## src/rtl/datapath.sv

```systemverilog
// Datapath for the K&S processor: PC, IR, four-entry register file, ALU and flags register.
// It executes the control word from control_unit and drives the single-port RAM address and write data.
package k_and_s_pkg;
  typedef enum logic [3:0] {
    I_NOP,
    I_BRANCH,
    I_BZERO,
    I_BNEG,
    I_BNZERO,
    I_BNNEG,
    I_LOAD,
    I_STORE,
    I_MOVE,
    I_ADD,
    I_SUB,
    I_AND,
    I_OR,
    I_HALT
  } decoded_instruction_type;
endpackage

module datapath
  import k_and_s_pkg::*;
#(
  parameter int DATA_W = 16,
  parameter int ADDR_W = 5
) (
  input  logic                    clk,
  input  logic                    rst,
  input  logic                    branch,
  input  logic                    pc_enable,
  input  logic                    ir_enable,
  input  logic                    write_reg_enable,
  input  logic                    addr_sel,
  input  logic                    c_sel,
  input  logic [1:0]              operation,
  input  logic                    flags_reg_enable,
  output decoded_instruction_type decoded_instruction,
  output logic                    zero_op,
  output logic                    neg_op,
  output logic                    unsigned_overflow,
  output logic                    signed_overflow,
  output logic [ADDR_W-1:0]       ram_addr,
  output logic [DATA_W-1:0]       data_out,
  input  logic [DATA_W-1:0]       data_in
);

  localparam logic [1:0] OP_OR  = 2'b00;
  localparam logic [1:0] OP_ADD = 2'b01;
  localparam logic [1:0] OP_SUB = 2'b10;
  localparam logic [1:0] OP_AND = 2'b11;

  logic [ADDR_W-1:0] pc_q, pc_d;
  logic [DATA_W-1:0] ir_q, ir_d;
  logic [DATA_W-1:0] reg_q [4];
  logic [DATA_W-1:0] reg_d [4];
  logic              zero_q, zero_d;
  logic              neg_q, neg_d;
  logic              uovf_q, uovf_d;
  logic              sovf_q, sovf_d;

  decoded_instruction_type instr;

  logic [1:0]        mem_reg_idx;
  logic [1:0]        alu_dst_idx;
  logic [1:0]        alu_a_idx;
  logic [1:0]        alu_b_idx;
  logic [1:0]        mov_dst_idx;
  logic [1:0]        mov_src_idx;
  logic [ADDR_W-1:0] ir_addr;

  logic [DATA_W-1:0] alu_a, alu_b, alu_res;
  logic [DATA_W:0]   sum_ext, diff_ext;
  logic              alu_zero, alu_neg, alu_uovf, alu_sovf;
  logic [1:0]        wr_idx;
  logic [DATA_W-1:0] wr_data;

  logic unused_ir_bit7;
  assign unused_ir_bit7 = ir_q[7];

  // Instruction decode from the opcode byte
  always_comb begin
    instr = I_NOP;
    case (ir_q[15:8])
      8'h00:   instr = I_NOP;
      8'h01:   instr = I_BRANCH;
      8'h02:   instr = I_BZERO;
      8'h03:   instr = I_BNEG;
      8'h04:   instr = I_BNZERO;
      8'h05:   instr = I_BNNEG;
      8'h81:   instr = I_LOAD;
      8'h82:   instr = I_STORE;
      8'h91:   instr = I_MOVE;
      8'hA1:   instr = I_ADD;
      8'hA2:   instr = I_SUB;
      8'hA3:   instr = I_AND;
      8'hA4:   instr = I_OR;
      8'hFF:   instr = I_HALT;
      default: instr = I_NOP;
    endcase
  end

  assign decoded_instruction = instr;

  assign mem_reg_idx = ir_q[6:5];
  assign alu_dst_idx = ir_q[5:4];
  assign alu_a_idx   = ir_q[3:2];
  assign alu_b_idx   = ir_q[1:0];
  assign mov_dst_idx = ir_q[3:2];
  assign mov_src_idx = ir_q[1:0];
  assign ir_addr     = ir_q[ADDR_W-1:0];

  // MOVE reuses the ALU: source on A, zero on B, so OR passes it through
  always_comb begin
    alu_a = reg_q[alu_a_idx];
    alu_b = reg_q[alu_b_idx];
    if (instr == I_MOVE) begin
      alu_a = reg_q[mov_src_idx];
      alu_b = '0;
    end
  end

  assign sum_ext  = {1'b0, alu_a} + {1'b0, alu_b};
  assign diff_ext = {1'b0, alu_a} - {1'b0, alu_b};

  always_comb begin
    alu_res  = '0;
    alu_uovf = 1'b0;
    alu_sovf = 1'b0;
    case (operation)
      OP_OR: begin
        alu_res = alu_a | alu_b;
      end
      OP_ADD: begin
        alu_res  = sum_ext[DATA_W-1:0];
        alu_uovf = sum_ext[DATA_W];
        alu_sovf = (alu_a[DATA_W-1] == alu_b[DATA_W-1]) &&
                   (alu_res[DATA_W-1] != alu_a[DATA_W-1]);
      end
      OP_SUB: begin
        alu_res  = diff_ext[DATA_W-1:0];
        alu_uovf = diff_ext[DATA_W];
        alu_sovf = (alu_a[DATA_W-1] != alu_b[DATA_W-1]) &&
                   (alu_res[DATA_W-1] != alu_a[DATA_W-1]);
      end
      OP_AND: begin
        alu_res = alu_a & alu_b;
      end
      default: begin
        alu_res = '0;
      end
    endcase
  end

  assign alu_zero = (alu_res == '0);
  assign alu_neg  = alu_res[DATA_W-1];

  always_comb begin
    if (c_sel) begin
      wr_idx = mem_reg_idx;
    end else if (instr == I_MOVE) begin
      wr_idx = mov_dst_idx;
    end else begin
      wr_idx = alu_dst_idx;
    end
  end

  assign wr_data = c_sel ? data_in : alu_res;

  always_comb begin
    for (int i = 0; i < 4; i++) begin
      reg_d[i] = reg_q[i];
    end
    if (write_reg_enable) begin
      reg_d[wr_idx] = wr_data;
    end
  end

  always_comb begin
    pc_d = pc_q;
    if (pc_enable) begin
      pc_d = branch ? ir_addr : pc_q + ADDR_W'(1);
    end
  end

  assign ir_d = ir_enable ? data_in : ir_q;

  always_comb begin
    zero_d = zero_q;
    neg_d  = neg_q;
    uovf_d = uovf_q;
    sovf_d = sovf_q;
    if (flags_reg_enable) begin
      zero_d = alu_zero;
      neg_d  = alu_neg;
      uovf_d = alu_uovf;
      sovf_d = alu_sovf;
    end
  end

  always_ff @(posedge clk or posedge rst) begin
    if (rst) begin
      pc_q   <= '0;
      ir_q   <= '0;
      zero_q <= 1'b0;
      neg_q  <= 1'b0;
      uovf_q <= 1'b0;
      sovf_q <= 1'b0;
      for (int i = 0; i < 4; i++) begin
        reg_q[i] <= '0;
      end
    end else begin
      pc_q   <= pc_d;
      ir_q   <= ir_d;
      zero_q <= zero_d;
      neg_q  <= neg_d;
      uovf_q <= uovf_d;
      sovf_q <= sovf_d;
      for (int i = 0; i < 4; i++) begin
        reg_q[i] <= reg_d[i];
      end
    end
  end

  assign zero_op           = zero_q;
  assign neg_op            = neg_q;
  assign unsigned_overflow = uovf_q;
  assign signed_overflow   = sovf_q;

  assign ram_addr = addr_sel ? pc_q : ir_addr;
  assign data_out = reg_q[mem_reg_idx];

endmodule

```

## config.mk

```make
export PLATFORM = sky130hd
export DESIGN_NAME = datapath
export DESIGN_NICKNAME = d
export VERILOG_FILES = /design/src/rtl/datapath.sv
export SDC_FILE = /design/constraint.sdc
export NUM_CORES = 1
export LEC_CHECK = 0
export ABC_AREA = 0
export CORE_MARGIN = 4
export CORE_UTILIZATION = 51
export DETAILED_ROUTE_END_ITERATION = 16
export GPL_TIMING_DRIVEN = 0
export PLACE_DENSITY_LB_ADDON = 0.12
export SLEW_MARGIN = 5
export SYNTH_ARGS = -nofsm -noshare
export SYNTH_HDL_FRONTEND = slang
export SYNTH_SLANG_ARGS = --single-unit
```

## constraint.sdc

```tcl
create_clock -name clk -period 9.6 [get_ports clk]
set_input_delay 0.96 -clock clk [delete_from_list [all_inputs] [get_ports clk]]
set_output_delay 0.96 -clock clk [all_outputs]
set_load 0.02 [all_outputs]
```

==> summary.md <==
| Metric | Value |
|---|---|
| Status | `completed` |
| Fmax achieved | `0.1682 GHz` |
| R2R setup slack | `3.66 ns` |
| ANT cells | `0` |
| Area of the multi-input gates | `5364 µm²` |
| Total Routed Length | `25.58 mm` |
| Post-synth EDFFs | `0` |
| Final hold viol count | `0` |
| Comb pwr share | `68.9%` |
| Vias | `7326` |
| NetSw | `1.561 mW` |
| Ys Warns | `0` |
| Hold-fix buffers at CTS | `0` |
| 1st-iter DRT viols | `883` |
| Switching share of total power | `48.34%` |
| PortBufs | `50` |
| Min-delay worst type | `reg2reg` |
| Worst-path fanout max | `10` |
| R2R cell count | `15` |
| CP Depth | `15` |
| Share of layout cells above drive strength 1 | `17.25%` |
| Total GRT Usage | `28.59%` |
| Setup CP Type | `reg2reg` |
| Post-DP HPWL | `19.65 mm` |
| Worst R2R End | `reg_q[13]` |
| Largest net degree at the start of global routing | `59` |
| Fillcell total | `1341` |
| Crit path from | `ir_q[2]` |
| Number of core rows | `45` |
| Synth Instances | `855` |
| Crit start category | `flip-flop` |
| Mapped Avg Cell Area | `9.439 µm²` |
| Post-synth ARST share | `100.0%` |
| Post-CTS Setup Bufs | `0` |
| Die height | `133.8 µm` |
| Fin. max-slew vios | `0` |
| Net Count, Synth | `936` |
| Clk_skew | `0.005792 ns` |
| CP Capture Type | `flip-flop` |
| Grt peak-use layer | `met2` |
| Cell variety after synth | `82` |
| Worst stage delay on the critical path | `0.79 ns` |
| TritonCTS sink count | `88` |
| Grt ovf | `0` |
| M1 GR Usage | `37.77%` |
| Seq/Total Area, Yosys | `27.29%` |
| GR Util met2 | `48.03%` |
| Top delay family on crit path | `compound AO/OA/AOI/OAI gates` |
| Final layout net count | `998` |
| Post-route ant nets | `0` |
| CTS tree | `done` |
| Max-Cap Viols | `0` |
| Core Box Area | `15370 µm²` |
| Peak VDD IR | `0.1614 mV` |
| Synth Register Bits | `88` |
| Setup Viol. Count Final | `0` |
| Die area | `17900 µm²` |
| Placed Cells | `1117` |
| RSZ-0062 raised after global routing | `false` |
| Drc violations | `0` |
| Reg area | `2202 µm²` |
| Prevailing post-synth register cell | `dfrtp_1` |
| CTS Root Cell | `clkbuf_16` |
| Clk network pwr share | `10.9%` |
| Pint | `1.668 mW` |
| Cell Chain, Critical Path | `buf_1, clkbuf_1, mux4_2, nand2_1, nand2_1, ha_1, buf_2, nor2b_1, a2111oi_2, a211oi_1, o21ai_0, mux2i_1, o41ai_1, o21ai_0, mux2_2` |
| Hold Crit Start | `neg_op` |
| Clock buffer depth | `2` |
| Via-per-instance ratio | `6.466` |
| Vias in the first global route | `7262` |
| H-tree levels | `3` |
| Final core utilization | `59.62%` |
| CTS resizes | `0` |
| Num ports | `56` |
| Die extent in x | `133.8 µm` |
| First-pass GRT wire length | `40.05 mm` |
| Initial core utilization | `52.50%` |
| WP data arrival | `6.17 ns` |
| Cell Area, Synth | `8070 µm²` |
| Clk_lat worst skew | `0.34 ns` |
| WL per Instance | `22.57 µm` |
| Max-slew headroom | `29.52%` |
| Critical Path Slowest Stage Cell | `buf_1` |
| Gpl congestion | `0.9659` |
| Critical Path RT | `9.83 ns` |
| Initial antenna violation count | `0` |
| Crit share post-route | `61.93%` |
| Setup TNS | `0 ns` |
| Pwr/cell area | `352.3 nW/µm²` |
| Fin cells | `1133` |
| CTS Buf Count | `9` |
| Leak | `3.934 nW` |
| P&R area growth vs syn | `13.55%` |
| Flop pwr share | `20.3%` |
| Total iterations of the first detailed-routing run | `6` |
| CP endpoint | `reg_q[13]` |
| Min Clock Period, post-route | `5.945 ns` |
| M3 GR Usage | `4.276%` |
| Clock slew at reported path FFs | `0.06 ns` |
| Worst-margin pin slew | `1.049 ns` |
| Reg2Reg Launch Point | `ir_q[2]` |
| Buf+Inv Stages, Crit Path | `3` |
==> Yosys cell counts (all sizes together) (6+ instances only) <==
master / instances / area (µm²)
mux2i: 17 / 182.7
dfrtp: 88 / 2202
nand4: 8 / 50.05
nand3: 16 / 90.09
nor2: 33 / 123.9
a211oi: 6 / 45.04
nor2b: 8 / 50.05
ha: 52 / 650.6
a21o: 10 / 75.07
mux2: 58 / 690.7
or3: 10 / 62.56
a21oi: 54 / 270.3
buf: 17 / 117.6
nand2b: 6 / 45.04
mux4: 48 / 1081
xnor2: 11 / 96.34
inv: 58 / 217.7
nor3: 13 / 65.06
nand2: 119 / 446.7
clkbuf: 42 / 157.7
o21ai: 40 / 203.9
a31oi: 17 / 106.4
or2: 6 / 37.54
==> registers in the layout, summed over array words and instances (netlist names) <==
register           cells
signed_overflow        1
pc_q                   5
zero_op                1
neg_op                 1
reg_q                 64
unsigned_overflow      1
ir_q                  15
==> how the worst min path moves through the flow <==
| stage | slack [ns] | end | depth (start not counted) |
|---|---|---|---|
| after floorplan | 0.48 | reg_q[16] | 2 |
| after global placement | 0.49 | reg_q[50] | 2 |
| after detailed placement | 0.50 | neg_op | 1 |
| after CTS | 0.52 | neg_op | 1 |
| after global routing | 0.53 | neg_op | 1 |
| final | 0.51 | neg_op | 1 |
==> layout by cell type, fill, tap and decap left out, types with 5 or more instances in the layout <==
cell             count
nand2_1            119
dfrtp_1             88
inv_1               57
a21oi_1             54
ha_1                52
clkdlybuf4s50_1     50
mux4_2              48
mux2_2              47
clkbuf_1            43
o21ai_0             38
nor2_1              33
a31oi_1             17
mux2i_1             16
nand3_1             14
nor3_1              13
xnor2_1             11
or3_1               10
a21o_1              10
mux2_4              10
clkbuf_16            9
nor2b_1              8
nand4_1              8
buf_2                7
a211oi_1             6
or2_2                6
buf_6                5
nor4_1               5
nand2b_1             5
nand3b_1             5
and2_1               5
o31ai_1              5
a31o_2               5
==> metal layers <==
metal | wire length, µm | part of all wire, % | up-vias
li1 | - | - | 3291
met1 | 10660 | 42 | 3630
met2 | 12560 | 49 | 351
met3 | 1700 | 6.6 | 54
met4 | 658 | 2.6 | 0
met5 | 0 | 0 | -
==> cells by family (layout without fill, tap and decap cells) <==
kind of cell	after synthesis	in the layout	synth area share [%]
muxes	123	123	24.22
and+or+nand+nor	252	252	15.07
adders and majority gates	54	54	8.558
buffers and inverters	120	187	6.248
xor gates and xnor gates	12	12	1.302
AOI/OAI and AO/OA	206	206	17.32
DFF	88	88	27.29
==> worst register-to-register path: stages, from the launching register on <==
cell and delay, ns:
dfrtp_1 0.37, buf_1 0.79, clkbuf_1 0.71, mux4_2 0.65, nand2_1 0.10, nand2_1 0.11
ha_1 0.29, buf_2 0.19, nor2b_1 0.10, a2111oi_2 0.56, a211oi_1 0.20, o21ai_0 0.31
mux2i_1 0.13, o41ai_1 0.57, o21ai_0 0.38, mux2_2 0.37
==> per-stage QoR <==
| step | power [mW] | worst slack [ns] | cell area, µm² | hold slack [ns] |
|---|---|---|---|---|
| floorplan | 2.210 | 5.145 | 8070 | 0.4771 |
| global route | 3.445 | 3.233 | 9164 | 0.5314 |
| finish | 3.229 | 3.655 | 9164 | 0.5112 |
| global placement | 2.739 | 3.870 | 8835 | 0.4924 |
| detailed placement | 2.818 | 3.690 | 8865 | 0.5016 |
| CTS | 3.180 | 3.678 | 9164 | 0.5158 |
==> area by class of cell <==
type	instances	share of cell area [%]
inverter	61	2.526
clock buffer	11	2.649
timing repair buffer	51	5.762
multi-input combinational	647	58.53
sequential	88	24.03
tap	211	2.881
buffer	59	3.004
clock inverter	5	0.6144
==> power by group through the flow <==
| stage | logic (mW) | registers, mW | clock network (mW) |
|---|---|---|---|
| 5_1_grt | 2.40 | 0.671 | 0.373 |
| 4_1_cts | 2.18 | 0.647 | 0.354 |
| 6_report | 2.22 | 0.654 | 0.351 |
| 3_3_place_gp | 2.11 | 0.626 | 0 |
| 3_5_place_dp | 2.16 | 0.654 | 0 |
| 2_1_floorplan | 1.60 | 0.613 | 0 |
Note: power is estimated with default switching activity, not from simulation.
==> RTL change, RTL diff (same settings) <==
Set the parameter `ADDR_W` to 3 (it was 5).
--- a/src/rtl/datapath.sv
+++ b/src/rtl/datapath.sv
@@ -23,7 +23,7 @@
   import k_and_s_pkg::*;
 #(
   parameter int DATA_W = 16,
-  parameter int ADDR_W = 5
+  parameter int ADDR_W = 3
 ) (
   input  logic                    clk,
   input  logic                    rst,
Interface: changed (resized ram_addr); port bits go from 56 to 54. No check against the original RTL was run, so the function may have changed too.
==> RTL change against the original RTL <==
- design area is 3.2% lower
- synthesized area is 3.4% lower
- wire length is 9.6% lower
- worst setup slack better by 250 ps
- power is 0.40% lower
- synthesized cell count is 5.0% lower
- sequential cell count is 2 lower
- sequential power is 1% lower
- fmax is 4.4% higher
- critical path depth is 4 higher
- via count is 7.6% lower
==> RTL change: results (changes against the original RTL) <==
metric,value,unit,change
status,finished clean,,unchanged
num-nets-final,957,,was 998
total_power,3.22,mW,was 3.23 mW
clockBufferDepth,2,,unchanged
skew,6.78,ps,was 5.79 ps
post_cts_buffers,0,,unchanged
arrival,5900,ps,was 6170 ps
drtIter0Drc,648,,was 883
met2_usage,42.6,%,was 48.0%
globalplace.congestion,0.936,,was 0.966
drt_wl_total,23100,um,was 25600 um
grt_max_degree,65,,was 59
grtUsageMet3,3.52,%,was 4.28%
antenna_found_initial,0,,unchanged
place_inst,1049,,was 1117
p_leak,3.82,nW,was 3.93 nW
power.switching,1.56,mW,about the same
synthesis.nets,893,,was 936
hp-start,neg_op,,unchanged
path_delay_family,compound AO/OA/AOI/OAI gates,,unchanged
slowest_delay,600,ps,was 790 ps
synth_warnings,0,,unchanged
pg_clk,0.344,mW,was 0.351 mW
grt_use_total,26.4,%,was 28.6%
path_clk_slew,60,ps,about the same
synthCells,812,,was 855
largest_registers,"reg_q x64, ir_q x15, pc_q x3",,"was reg_q x64, ir_q x15, pc_q x5"
cts_resized,0,,unchanged
numClockSinks,86,,was 88
dpl_cell_area,8580,um^2,was 8860 um^2
drive_above_1_share,17.4,%,was 17.2%
post-route-util,60.1,%,was 59.6%
r2r-start,ir_q[11],,was ir_q[2]
ctsHtreeMaxLevel,3,,unchanged
ys_seq_area_share,27.6,%,was 27.3%
async_flop_share,100,%,unchanged
grtUsageMet1,37.0,%,was 37.8%
n_fill_cell,1282,,was 1341
slew_headroom,32.9,%,was 29.5%
io_buffers,52,,was 50
cts-buffers-inserted,9,,unchanged
dp_slack,4050,ps,was 3690 ps
grt_first_pass_wirelength,36500,um,was 40100 um
dr.pass1.iters,5,,was 6
synthTopCellsByArea,"dfrtp_1 (28%), mux4_2 (14%), ha_1 (8.3%)",,"was dfrtp_1 (27%), mux4_2 (13%), ha_1 (8.1%)"
antenna_cells,0,,unchanged
synth_common_cells,"nand2_1 (109), dfrtp_1 (86), inv_1 (54)",,"was nand2_1 (119), dfrtp_1 (88), inv_1 (58)"
ir_drop,0.176,mV,was 0.161 mV
dp_hpwl,17700,um,was 19600 um
via_per_inst,6.36,,was 6.47
root_buffer,clkbuf_16,,unchanged
grt_pass1_vias,6611,,was 7262
yosysUniqueCellTypes,75,,was 82
wire_per_inst,21.7,um,was 22.6 um
cp_slowest_cell,o31ai_1,,was buf_1
==> RTL change: per-layer routing <==
metal  wire length [um]  part of all wire (%)
met4                553                   2.4
met5                  0                     0
met3               1230                   5.3
met2              11100                    48
met1              10300                    44
==> RTL change: cells by family (layout without fill, tap and decap cells) <==
logic type | count (synthesis) | after routing | synth area share [%]
adder cells (fa/ha/maj) | 54 | 54 | 8.86
buffers and inverters | 113 | 181 | 6.63
XOR/XNOR | 11 | 11 | 1.24
AND/OR/NAND/NOR | 247 | 247 | 15.2
multiplexers | 124 | 124 | 25.5
AO/OA/AOI/OAI | 177 | 177 | 14.9
flip-flops | 86 | 86 | 27.6
==> RTL change: layout make-up <==
cell class | count | area share (%)
Sequential cell | 86 | 24.3
Inverter | 54 | 2.31
Buffer | 59 | 3.54
Multi-Input combinational cell | 613 | 57.8
Clock buffer | 11 | 2.74
Tap cell | 184 | 2.60
Clock inverter | 4 | 0.536
Timing Repair Buffer | 53 | 6.18
==> RTL change: worst register-to-register path, cell delays in order (launching register included) <==
cell	delay, ps
dfrtp_1	420
nor4_1	440
nand2_1	150
o221ai_2	260
or3_1	160
buf_6	150
clkbuf_1	450
mux2i_1	320
inv_1	70
ha_1	270
fa_1	460
a211oi_1	340
o2111ai_1	300
nand4_1	290
a211o_1	160
o211ai_1	100
o31ai_1	600
nor2_1	120
a21oi_1	340
o21ai_0	160
==> RTL change: path summary, 6_finish.rpt <==
path	endpoint	slack (ps)	depth (start not counted)
min in group asynchronous	ir_q[14]	940	2
worst min-delay path	neg_op	510	1
worst max-delay path	reg_q[14]	3910	19
max in group asynchronous	reg_q[53]	8040	3
worst max register to register	reg_q[14]	3910	19
worst min register to register	neg_op	510	1
